**src/rtl/vga_timing_generator.sv**
```systemverilog
// VGA raster timing: pixel-rate prescaler, H/V counters, and a latency-matched
// output stage that aligns sync/blank with the colour-mapped pixel bit.
module vga_timing_generator #(
    parameter int CLK_DIV = 2,
    parameter int H_VIS   = 800,
    parameter int H_FP    = 40,
    parameter int H_SYNC  = 128,
    parameter int H_TOTAL = 1056,
    parameter int V_VIS   = 600,
    parameter int V_FP    = 1,
    parameter int V_SYNC  = 4,
    parameter int V_TOTAL = 628,
    parameter int HS_POL  = 1,
    parameter int VS_POL  = 1,
    parameter int PIX_LAT = 1
) (
    input  logic        CLK,
    input  logic        RST,
    input  logic        pixel_bit,
    input  logic [23:0] fg_color,
    input  logic [23:0] bg_color,
    output logic [10:0] H_counter,
    output logic [9:0]  V_counter,
    output logic        pix_tick,
    output logic        frame_start,
    output logic        hsync,
    output logic        vsync,
    output logic        blank_n,
    output logic [7:0]  VGA_R,
    output logic [7:0]  VGA_G,
    output logic [7:0]  VGA_B
);

    if (CLK_DIV < 1 || CLK_DIV > 8) begin : g_bad_div
        $error("CLK_DIV must be in 1..8");
    end
    if (PIX_LAT < 1 || PIX_LAT > 4) begin : g_bad_lat
        $error("PIX_LAT must be in 1..4");
    end
    if (H_VIS + H_FP + H_SYNC > H_TOTAL) begin : g_bad_h
        $error("horizontal timing exceeds H_TOTAL");
    end
    if (V_VIS + V_FP + V_SYNC > V_TOTAL) begin : g_bad_v
        $error("vertical timing exceeds V_TOTAL");
    end

    localparam int DW = (CLK_DIV > 1) ? $clog2(CLK_DIV) : 1;
    localparam logic [DW-1:0] DIV_LAST = DW'(CLK_DIV - 1);
    localparam logic [10:0] H_LAST  = 11'(H_TOTAL - 1);
    localparam logic [10:0] H_VIS_C = 11'(H_VIS);
    localparam logic [10:0] HS_BEG  = 11'(H_VIS + H_FP);
    localparam logic [10:0] HS_END  = 11'(H_VIS + H_FP + H_SYNC);
    localparam logic [9:0]  V_LAST  = 10'(V_TOTAL - 1);
    localparam logic [9:0]  V_VIS_C = 10'(V_VIS);
    localparam logic [9:0]  VS_BEG  = 10'(V_VIS + V_FP);
    localparam logic [9:0]  VS_END  = 10'(V_VIS + V_FP + V_SYNC);
    localparam logic HS_ON = 1'(HS_POL);
    localparam logic VS_ON = 1'(VS_POL);

    logic [DW-1:0] div_cnt;
    logic          tick_now;
    logic          h_wrap;
    logic          v_wrap;
    logic          vis;
    logic          hs_act;
    logic          vs_act;
    logic [2:0]    pipe [PIX_LAT];
    logic [2:0]    tail;
    logic [23:0]   rgb;

    always_comb begin
        tick_now = (div_cnt == DIV_LAST);
        h_wrap   = (H_counter == H_LAST);
        v_wrap   = (V_counter == V_LAST);
        vis      = (H_counter < H_VIS_C) && (V_counter < V_VIS_C);
        hs_act   = (H_counter >= HS_BEG) && (H_counter < HS_END);
        vs_act   = (V_counter >= VS_BEG) && (V_counter < VS_END);
    end

    // Pipeline entries are {vis, hs_act, vs_act}; the tail lines up with pixel_bit.
    assign tail = pipe[PIX_LAT-1];

    always_ff @(posedge CLK or posedge RST) begin
        if (RST) begin
            div_cnt     <= '0;
            pix_tick    <= 1'b0;
            frame_start <= 1'b0;
            H_counter   <= '0;
            V_counter   <= '0;
            for (int i = 0; i < PIX_LAT; i++) pipe[i] <= 3'b000;
            blank_n     <= 1'b0;
            hsync       <= ~HS_ON;
            vsync       <= ~VS_ON;
            rgb         <= '0;
        end else begin
            pix_tick    <= tick_now;
            frame_start <= tick_now && h_wrap && v_wrap;
            div_cnt     <= tick_now ? '0 : div_cnt + DW'(1);
            if (tick_now) begin
                if (h_wrap) begin
                    H_counter <= '0;
                    V_counter <= v_wrap ? '0 : V_counter + 10'd1;
                end else begin
                    H_counter <= H_counter + 11'd1;
                end
                pipe[0] <= {vis, hs_act, vs_act};
                for (int i = 1; i < PIX_LAT; i++) pipe[i] <= pipe[i-1];
                blank_n <= tail[2];
                hsync   <= tail[1] ? HS_ON : ~HS_ON;
                vsync   <= tail[0] ? VS_ON : ~VS_ON;
                rgb     <= tail[2] ? (pixel_bit ? fg_color : bg_color) : 24'h0;
            end
        end
    end

    assign VGA_R = rgb[23:16];
    assign VGA_G = rgb[15:8];
    assign VGA_B = rgb[7:0];

endmodule

```
**config.mk**
```make
export PLATFORM = sky130hd
export DESIGN_NAME = vga_timing_generator
export DESIGN_NICKNAME = d
export VERILOG_FILES = /design/src/rtl/vga_timing_generator.sv
export SDC_FILE = /design/constraint.sdc
export NUM_CORES = 1
export LEC_CHECK = 0
export CAP_MARGIN = 5
export CORE_MARGIN = 8
export CORE_UTILIZATION = 39
export CTS_CLUSTER_SIZE = 8
export DETAILED_ROUTE_END_ITERATION = 10
export PLACE_DENSITY_LB_ADDON = 0.2
export SKIP_CTS_REPAIR_TIMING = 1
export SLEW_MARGIN = 20
export SYNTH_ARGS = -nofsm -noshare
export SYNTH_HDL_FRONTEND = slang
export SYNTH_SLANG_ARGS = --single-unit
```
**constraint.sdc**
```tcl
create_clock -name CLK -period 2.25 [get_ports CLK]
set_input_delay 0.45 -clock CLK [delete_from_list [all_inputs] [get_ports CLK]]
set_output_delay 0.45 -clock CLK [all_outputs]
set_load 0.1 [all_outputs]
```
# --- After elaboration in Yosys (flattened, before gate mapping) ---
# Cells that the tools add are included.
totals:
  ff_bits: 54
  rom_bits: 0
  n_memories: 0
  wordCells: 34
  latchBits: 0
  ramBits: 0
op_classes:
  shifts: 0
  n_lt_le_gt_ge: 6
  n_div: 0
  n_bitwise: 0
  eq_ne: 2
  n_mux: 7
  mul: 0
  n_reduce_logical: 6
  addsub: 3
op_table:
  columns: ["operator", "count"]
  rows:
  - ["$mux 24", 2]
  - ["$lt 11x10->1 const B", 2]
  - ["$lt 10x10->1 const B", 2]
  - ["$add 11x1->11 const B", 1]
  - ["$eq 11x11->1 const B", 1]
  - ["$ge 11x10->1 const B", 1]
  - ["$mux 11", 1]
  - ["$add 10x1->10 const B", 1]
  - ["$eq 10x10->1 const B", 1]
  - ["$ge 10x10->1 const B", 1]
  - ["$mux 10", 1]
  - ["$logic_and 1x1->1", 5]
  - ["$mux 1", 3]
  - ["$reduce_and 2->1", 1]
  - ["$add 1x1->1 const B", 1]

# --- Depth between registers and ports, before layout ---
# Gate-level depths: netlist of run 1.
logic_depth:
  ltp_word: 3
  ltp_mapped: 7
  ltp_nobuf: 5

# --- Least setup slack after synthesis of run 1 ---
# No wires, ideal clock.
synth_timing:
  kind: "reg2reg"
  startpoint: "reg H_counter[0]"
  endpoint: "reg V_counter[8]"
  slack_ps: -133
  synth_period_minus_slack_ps: 2383
  path_stages_with_launch: 7
  required_time_ps: 2121
  path_buffers: 1
  t_arrival_ps: 2255
  path_cell_list: "dfrtp_1 ha_1 and3_1 and4_1 buf_2 nand4_1 mux2_1"
synth_between:
  elab_chain_cells: 2
synth_lines:
  columns: ["item", "line_no", "rtl"]
  rows:
  - ["start: declaration", "22", "output logic [10:0] H_counter,"]
  - ["start signal: assignment", "104", "H_counter <= H_counter + 11'd1;"]
  - ["$eq 11x11->1", "73", "h_wrap = (H_counter == H_LAST);"]
  - ["$reduce_and 2->1 (no line)", null, null]
  - ["end signal: assignment", "102", "V_counter <= v_wrap ? '0 : V_counter + 10'd1;"]
  - ["end: declaration", "23", "output logic [9:0] V_counter,"]
# Every way passes these cells.
# A chain may end at the register's enable or synchronous reset.

# --- Worst setup path after layout of run 1 ---
layout_timing:
  startpoint: "reg H_counter[7]"
  endpoint: "reg V_counter[2]"
# The elaborated chain is that of the path after synthesis.

==> impl_metrics.yaml, run 1 <==
logic_synthesis:
  synthesis.nets: 277
  ys_seq_area_share_pct: 52.48
  synth_top_area_cell: "dfrtp_1"
  synthArstFlopShare_pct: 100.0
  synth_commonest_cells: "dfrtp_1, mux2i_1, o2bb2ai_1, nand2_1"
  ys_warn_count: 0
  syn_area_um2: 2575
  ys_types: 44
  post-synth-top-count-cell: "dfrtp_1"
  synthCells: 221
  yosys-top-cells-area: "dfrtp_1, mux2i_1, o2bb2ai_1"
  yosysTopAreaCellShare_pct: 52.48
  synth_edf_count: 0
  synth-main-ff-cell: "dfrtp_1"
  avgSynthCellArea_um2: 11.65
  yosys_register_bits: 54
floorplanning:
  io_pins: 101
  die_area_um2: 9459
  coreArea_um2: 6386
  rows: 29
  die_h_um: 97.26
  initial_utilization_pct: 40.32
  die_w_um: 97.26
cts:
  insertion_delay_ps: 300
  cts_made_buffers: 5
  clk_pin_slew_ps: 90
  cts_root_buf: "clkbuf_8"
  cts-htree-levels: 2
  cts_tree: "done"
  clk_path_buf_depth: 2
  cts_sinks: 54
drt:
  avgRoutedWirePerCell_um: 17.24
  drt-total-wl_um: 6877
  ant_nets: 0
  drcViolationCount: 0
  dr_total_vias: 2107
  via_per_inst: 5.281
  first_iter_violations: 70
  drt-pass1-iter-count: 4
placed_design:
  place_ws_ps: 483.1
  place.gp.congestion: 0.7924
  io_buffers: 100
  hpwl_um: 5269
  dp.cells: 391
  place_area_um2: 3560
layout:
  postLayoutCellArea_um2: 3646
  drive_above_1_share_pct: 23.60
  diodes: 0
  final_cell_count_no_fill: 399
  final_nets: 377
  syn2layout_area_growth_pct: 41.59
setup_path:
  cp-start-kind: "register"
  arrival_ps: 2010
  timing_worst_setup_path_type: "register to register"
  crit_required_ps: 2450
  cp_max_fo: 10
  worstSetupEndpointType: "register"
timing:
  max_freq_mhz: 553.7
  finalHoldViolCount: 0
  period_needed_ps: 1806
  layout_setup_ws_ps: 443.9
  setup-tns-final_ps: 0
  skew_ps: 6.641
  setup_viol_count_final: 0
  tightest_slew_ps: 564.5
  max_slew_margin_pct: 62.33
  rsz0062_at_grt: "no"
  drv_slew: 0
  finalCritPeriodShare_pct: 80.27
status:
  status: "finished clean"
power_and_ir_drop:
  p_per_area_nw_per_um2: 554.0
  vdd_drop_max_v: 0.0003147
  leakagePower_nw: 1.657
global_routing:
  overflow: 0
  grt_pass1_vias: 2125
  antenna_found_initial: 0
  grt_pass1_wl_um: 11010
  grt_usage_pct: 13.91
  grt_max_degree: 40
min_path:
  hold_class: "input port to async pin"
run:
  drv_cap: 0
==> metal layers <==
| layer | vias up | track usage, % | wire (um) | part of all wire [%] |
|---|---|---|---|---|
| met5 | - | 0 | 0 | 0 |
| met3 | 4 | 5.263 | 606 | 8.8 |
| met1 | 1006 | 19.39 | 3348 | 49 |
| met2 | 90 | 20.42 | 2891 | 42 |
| met4 | 0 | 1.748 | 30 | 0.44 |
| li1 | 1007 | - | - | - |
==> path summary, 6_finish.rpt <==
path                       depth (start not counted)             to  slack, ps          from
setup reg to reg                                   5   V_counter[2]        440  H_counter[7]
setup / recovery                                   5   V_counter[2]        440  H_counter[7]
hold reg to reg                                    1        rgb[11]        500       rgb[11]
min in group CLK                                   1        rgb[11]        500       rgb[11]
hold / removal                                     2   V_counter[9]        450           RST
max in group asynchronous                          3  H_counter[10]       1290           RST
==> power by group <==
part / switching (mW) / leakage, nW / internal, mW
Clock: 0.298 / 0.0452 / 0.220
Sequential: 0.0188 / 0.666 / 1.00
Combinational: 0.327 / 0.946 / 0.153
Total: 0.645 / 1.66 / 1.38
==> registers in the layout (all words and copies together), names as in the netlist <==
name / count
H_counter: 11
pix_tick: 1
pipe: 3
rgb: 24
blank_n: 1
div_cnt: 1
V_counter: 10
hsync: 1
vsync: 1
frame_start: 1
==> critical path, stage by stage, from the launching register on <==
cell     delay (ps)
dfrtp_1         490
nor4b_4         350
and4_1          360
buf_4           210
nand2_1          80
o31ai_1         220
==> area by class of cell <==
cell class              instances  area, um2
clock buffers                   6      72.57
clock inverters                 2      13.76
fillers                       573       2740
inverters                       9      33.78
multi-input cells             145       1126
flip-flops and latches         54       1358
well taps                      77      96.34
repair buffers                106      945.9
==> cells by family (layout without fill, tap and decap cells) <==
kind of cell,count (synthesis),count (layout),share of synthesized area [%]
flops,54,54,52.48
simple gates,49,49,11.47
compound gates,52,52,15.01
buf+inv,22,123,3.790
xor+xnor,10,10,3.402
mux,29,29,11.42
fa+ha+maj,5,5,2.430
==> metrics by stage <==
step	util [%]	power (mW)	hold WS, ps
5_1_grt	57.09	2.106	475.4
2_1_floorplan	-	1.348	404.6
6_report	57.09	2.020	447.0
3_3_place_gp	55.74	1.522	471.8
4_1_cts	57.09	2.049	455.7
3_5_place_dp	55.74	1.526	478.7
==> cells in the final DEF, fill, tap and decap left out, types with 3 or more instances in the layout <==
cell type	count
nand3_1	5
nand2_1	11
dfrtp_1	49
dfrtp_2	5
a21oi_1	5
nor2_1	9
o21ai_1	3
clkbuf_8	5
o31ai_1	4
a31oi_1	3
ha_1	5
xor2_1	3
inv_1	8
o2bb2ai_1	24
o21ai_0	6
buf_4	54
xnor2_1	7
clkdlybuf4s50_1	50
nand4_1	7
mux2i_1	26
Power figures use the tool's default switching activity.
==> run 2: changes to the inputs <==
Clock period 2.25 ns to 1.67 ns, I/O delays scaled along.
==> run 2 against run 1 <==
  * Critical path depth is the same
  * Flip-flop and latch count did not move
  * Routed wire length rose by 8.4%
  * Cell count rose by 4.5%
  * Sequential share of layout area decreased by 6.6 points
  * Cell area rose by 23%
  * Global-route usage grew 1.5 points
  * Largest power group unchanged
==> impl_metrics.yaml, run 2 (synthesis gave the netlist of run 1 again) <==
timing:
  skew_ps: 9.010
  setup_viol_count_final: 0
  max_slew_margin_pct: 75.43
  setup-tns-final_ps: 0
  finalCritPeriodShare_pct: 96.37
  tightest_slew_ps: 359.2
  rsz0062_at_grt: "no"
  finalHoldViolCount: 0
  drv_slew: 0
  max_freq_mhz: 621.4
  period_needed_ps: 1609
  layout_setup_ws_ps: 60.69
power_and_ir_drop:
  clkPwrFrac_pct: 25.9
  p_per_area_nw_per_um2: 650.4
  leakagePower_nw: 1.920
  p_comb_share_pct: 26.2
  p_sw_share_pct: 31.19
  vdd_drop_max_v: 0.0003640
  p_int_mw: 2.011
  p_sw_mw: 0.9116
  power_frac_seq_pct: 47.9
setup_path:
  worstSetupEndpointType: "register"
  crit_path_start: "V_counter[1]"
  timing_worst_setup_path_type: "register to register"
  worstReg2RegEnd: "V_counter[3]"
  r2r_cells: 5
  cp-start-kind: "register"
  arrival_ps: 1850
  reg2reg_from: "V_counter[1]"
  cp_max_fo: 7
  crit_required_ps: 1910
  r2r_slack_ps: 60
cts:
  cts_root_buf: "clkbuf_8"
  cts_tree: "done"
  cts_sinks: 54
  insertion_delay_ps: 300
  clk_path_buf_depth: 2
  clk_pin_slew_ps: 90
  cts_made_buffers: 5
  cts-htree-levels: 2
floorplanning:
  die_w_um: 97.26
  die_h_um: 97.26
  die_area_um2: 9459
  rows: 29
  coreArea_um2: 6386
  io_pins: 101
  initial_utilization_pct: 40.32
drt:
  ant_nets: 0
  drcViolationCount: 0
  avgRoutedWirePerCell_um: 17.88
  via_per_inst: 5.199
  drt-pass1-iter-count: 4
  drt-total-wl_um: 7455
  dr_total_vias: 2168
  first_iter_violations: 72
placed_design:
  place.gp.congestion: 0.8664
  place_ws_ps: 82.44
  io_buffers: 100
  hpwl_um: 5728
run:
  drv_cap: 0
global_routing:
  grt_pass1_wl_um: 12000
  grt_max_degree: 26
  antenna_found_initial: 0
  grt_usage_pct: 15.41
  grt_pass1_vias: 2255
  overflow: 0
layout:
  mostFrequentLayoutCells: "buf_12, clkdlybuf4s50_1, dfrtp_1, mux2i_1, o2bb2ai_1"
  top_regs: "rgb (24), H_counter (11), V_counter (10)"
  largest_reg_flops: 24
  nFillCells: 451
  syn2layout_area_growth_pct: 74.49
  diodes: 0
  largest-register: "rgb"
  drive_above_1_share_pct: 34.41
  mostFrequentLayoutCell: "buf_12"
  final_nets: 395
min_path:
  hold_class: "input port to async pin"
status:
  status: "finished clean"
## run 2: worst max-delay path, cell delays in order, from the launching register on
cell and delay [ps]:
dfrtp_2 460, ha_4 180, nor3b_2 160, nand4_2 170
or4b_1 490, nand2_1 90
## run 2: layout make-up
type                       count  area [um2]  share of cell area [%]
clock inverter                 1       5.005                  0.1114
sequential                    54        1378                   30.66
multi-input combinational    145        1175                   26.15
clock buffer                   7       86.33                   1.921
inverter                       9       33.78                  0.7519
timing repair buffer         124        1719                   38.26
tap                           77       96.34                   2.144
## run 2: worst max-delay path by stage
stage	slack, ps	depth (start not counted)	to
floorplan	-310	6	V_counter[8]
global placement	140	5	V_counter[7]
CTS	50	5	V_counter[2]
finish	60	5	V_counter[3]
global route	2	6	V_counter[3]
detailed placement	80	5	V_counter[8]
## run 2: per-layer routing
layer | GRT usage, % | up-vias | routed length (um)
met5 | 0 | - | 0
met4 | 4.429 | 0 | 70
met3 | 4.836 | 5 | 493
met2 | 23.23 | 83 | 3269
met1 | 20.64 | 1037 | 3622
li1 | - | 1043 | -
## run 2: power groups by stage
stage / Sequential (mW) / Combinational, mW / Clock [mW]
after floorplan: 1.73 / 0.0883 / 0
after global placement: 1.42 / 0.768 / 0
after detailed placement: 1.43 / 0.775 / 0
after CTS: 1.40 / 0.775 / 0.782
after global routing: 1.40 / 0.796 / 0.823
final: 1.40 / 0.767 / 0.757
## run 2: per-stage QoR
step	util, %	power [mW]	cell area (um2)	hold WS (ps)	instances
2_1_floorplan	-	1.816	2658	404.6	221
3_3_place_gp	68.65	2.192	4384	472.1	407
3_5_place_dp	68.65	2.201	4384	475.8	407
4_1_cts	70.08	2.957	4476	328.0	415
5_1_grt	70.36	3.023	4493	354.2	417
6_report	70.36	2.922	4493	331.0	417
==> run 3: changes to the inputs <==
Settings changed: CAP_MARGIN 5 to 15, PLACE_DENSITY_LB_ADDON 0.2 to 0.05.
==> run 3 against run 2 <==
  * First-iteration DRC count grew 25%
  * Utilization grew 0.37 points
  * Register-to-register slack is essentially flat
  * Clock power grew 15%
  * Cell count shrank 0.24%
  * Clock skew shrank 2.3 ps
  * Non-clock buffer count shrank 1
  * Total power grew 3.9%
  * Critical endpoint unchanged
  * Largest power group unchanged
  * Highest routed layer unchanged
==> impl_metrics.yaml, run 3 (synthesis gave the netlist of run 1 again) <==
run:
  drv_cap: 0
floorplanning:
  die_w_um: 97.26
  die_area_um2: 9459
  rows: 29
  io_pins: 101
  coreArea_um2: 6386
  die_h_um: 97.26
  initial_utilization_pct: 40.32
setup_path:
  cp-start-kind: "register"
  r2r_cells: 4
  cp_num_cells: 4
  cp_cell_sequence: "nor4b_4, nand4_2, or4b_1, nand2_1"
  r2r_slack_ps: 70
  arrival_ps: 1850
  cp_max_fo: 5
  path_buf_inv: 0
  crit_required_ps: 1920
  crit_path_start: "H_counter[7]"
  reg2reg_from: "H_counter[7]"
  worstSetupEndpointType: "register"
  critical-path-top-delay-family: "simple AND/OR/NAND/NOR gates"
  crit_path_max_incr_delay_ps: 530
  crit_path_top_delay_cell: "or4b_1"
  timing_worst_setup_path_type: "register to register"
status:
  status: "finished clean"
power_and_ir_drop:
  p_total_mw: 3.037
  vdd_drop_max_v: 0.0004813
  leakagePower_nw: 1.925
  p_per_area_nw_per_um2: 672.4
drt:
  avgRoutedWirePerCell_um: 17.60
  drcViolationCount: 0
  ant_nets: 0
  via_per_inst: 5.190
  drt-total-wl_um: 7322
  dr_total_vias: 2159
  drt-pass1-iter-count: 4
  first_iter_violations: 90
placed_design:
  place_ws_ps: 51.63
  hpwl_um: 5551
  io_buffers: 100
  place.gp.congestion: 0.8482
timing:
  max_slew_margin_pct: 72.69
  tightest_slew_ps: 399.3
  skew_ps: 6.754
  setup-tns-final_ps: 0
  period_needed_ps: 1600
  setup_viol_count_final: 0
  layout_setup_ws_ps: 69.83
  rsz0062_at_grt: "yes"
  finalHoldViolCount: 0
  max_freq_mhz: 624.9
  drv_slew: 0
  finalCritPeriodShare_pct: 95.82
layout:
  multi_input_area_um2: 1181
  nFillCells: 462
  final-seq-area_um2: 1378
  largest_reg_flops: 24
  diodes: 0
  drive_above_1_share_pct: 34.51
  mostFrequentLayoutCell: "buf_12"
  mostFrequentLayoutCells: "buf_12, clkdlybuf4s50_1, dfrtp_1, mux2i_1, o2bb2ai_1"
  top_regs: "rgb (24), H_counter (11), V_counter (10)"
  final_nets: 394
  largest-register: "rgb"
  syn2layout_area_growth_pct: 75.41
cts:
  clk_path_buf_depth: 2
  insertion_delay_ps: 310
  cts_sinks: 54
  cts_root_buf: "clkbuf_8"
  clk_pin_slew_ps: 100
  cts_made_buffers: 5
  cts_tree: "done"
  cts-htree-levels: 2
global_routing:
  antenna_found_initial: 0
  grt_pass1_vias: 2245
  grt_max_degree: 55
  grt_usage_pct: 15.51
  overflow: 0
  grt_pass1_wl_um: 12150
min_path:
  hold_class: "input port to async pin"
[run 3: cell count changes in the layout (fill, tap and decap cells not counted)]
cell,delta
buf_4,-3
buf_6,+2
bufinv_16,+1
clkbuf_1,-1
clkbuf_8,-1
clkinv_2,+1
nor3b_2,-1
nor3b_4,+1
[run 3: layout make-up]
class	instances	share of cell area [%]
repair buffers	123	38.06
clock inverters	3	0.8864
inverters	9	0.7479
multi-input cells	145	26.15
well taps	77	2.133
flip-flops and latches	54	30.50
clock buffers	5	1.524
[run 3: per-stage QoR]
step           hold slack [ps]  area, um2  instances  utilization [%]
6_report                 389.3       4517        416            70.73
5_1_grt                  401.5       4517        416            70.73
4_1_cts                  400.9       4501        416            70.47
3_5_place_dp             479.1       4392        408            68.77
3_3_place_gp             467.6       4392        408            68.77
2_1_floorplan            404.6       2658        221                -
[run 3: worst register-to-register path: stages (launching register included)]
cell     delay (ps)
dfrtp_2         430
nor4b_4         320
nand4_2         200
or4b_1          530
nand2_1          70
[run 3: worst paths after layout]
path | end
setup / recovery | V_counter[3]
hold / removal | rgb[18]
setup reg to reg | V_counter[3]
hold reg to reg | pipe[1]
max in group asynchronous | H_counter[4]
min in group CLK | pipe[1]
[run 3: power by group]
group / leakage (nW) / total, mW / switching (mW) / internal (mW)
logic: 1.22 / 0.765 / 0.441 / 0.324
clock network: 0.0579 / 0.873 / 0.431 / 0.442
registers: 0.642 / 1.40 / 0.0493 / 1.35
[run 3: routing by layer]
metal / up-vias / part of all wire, % / track usage, %
li1: 1040 / - / -
met3: 5 / 4.7 / 3.912
met4: 0 / 0.82 / 3.497
met1: 1042 / 47 / 20.78
met5: - / 0 / 0
met2: 72 / 47 / 24.48
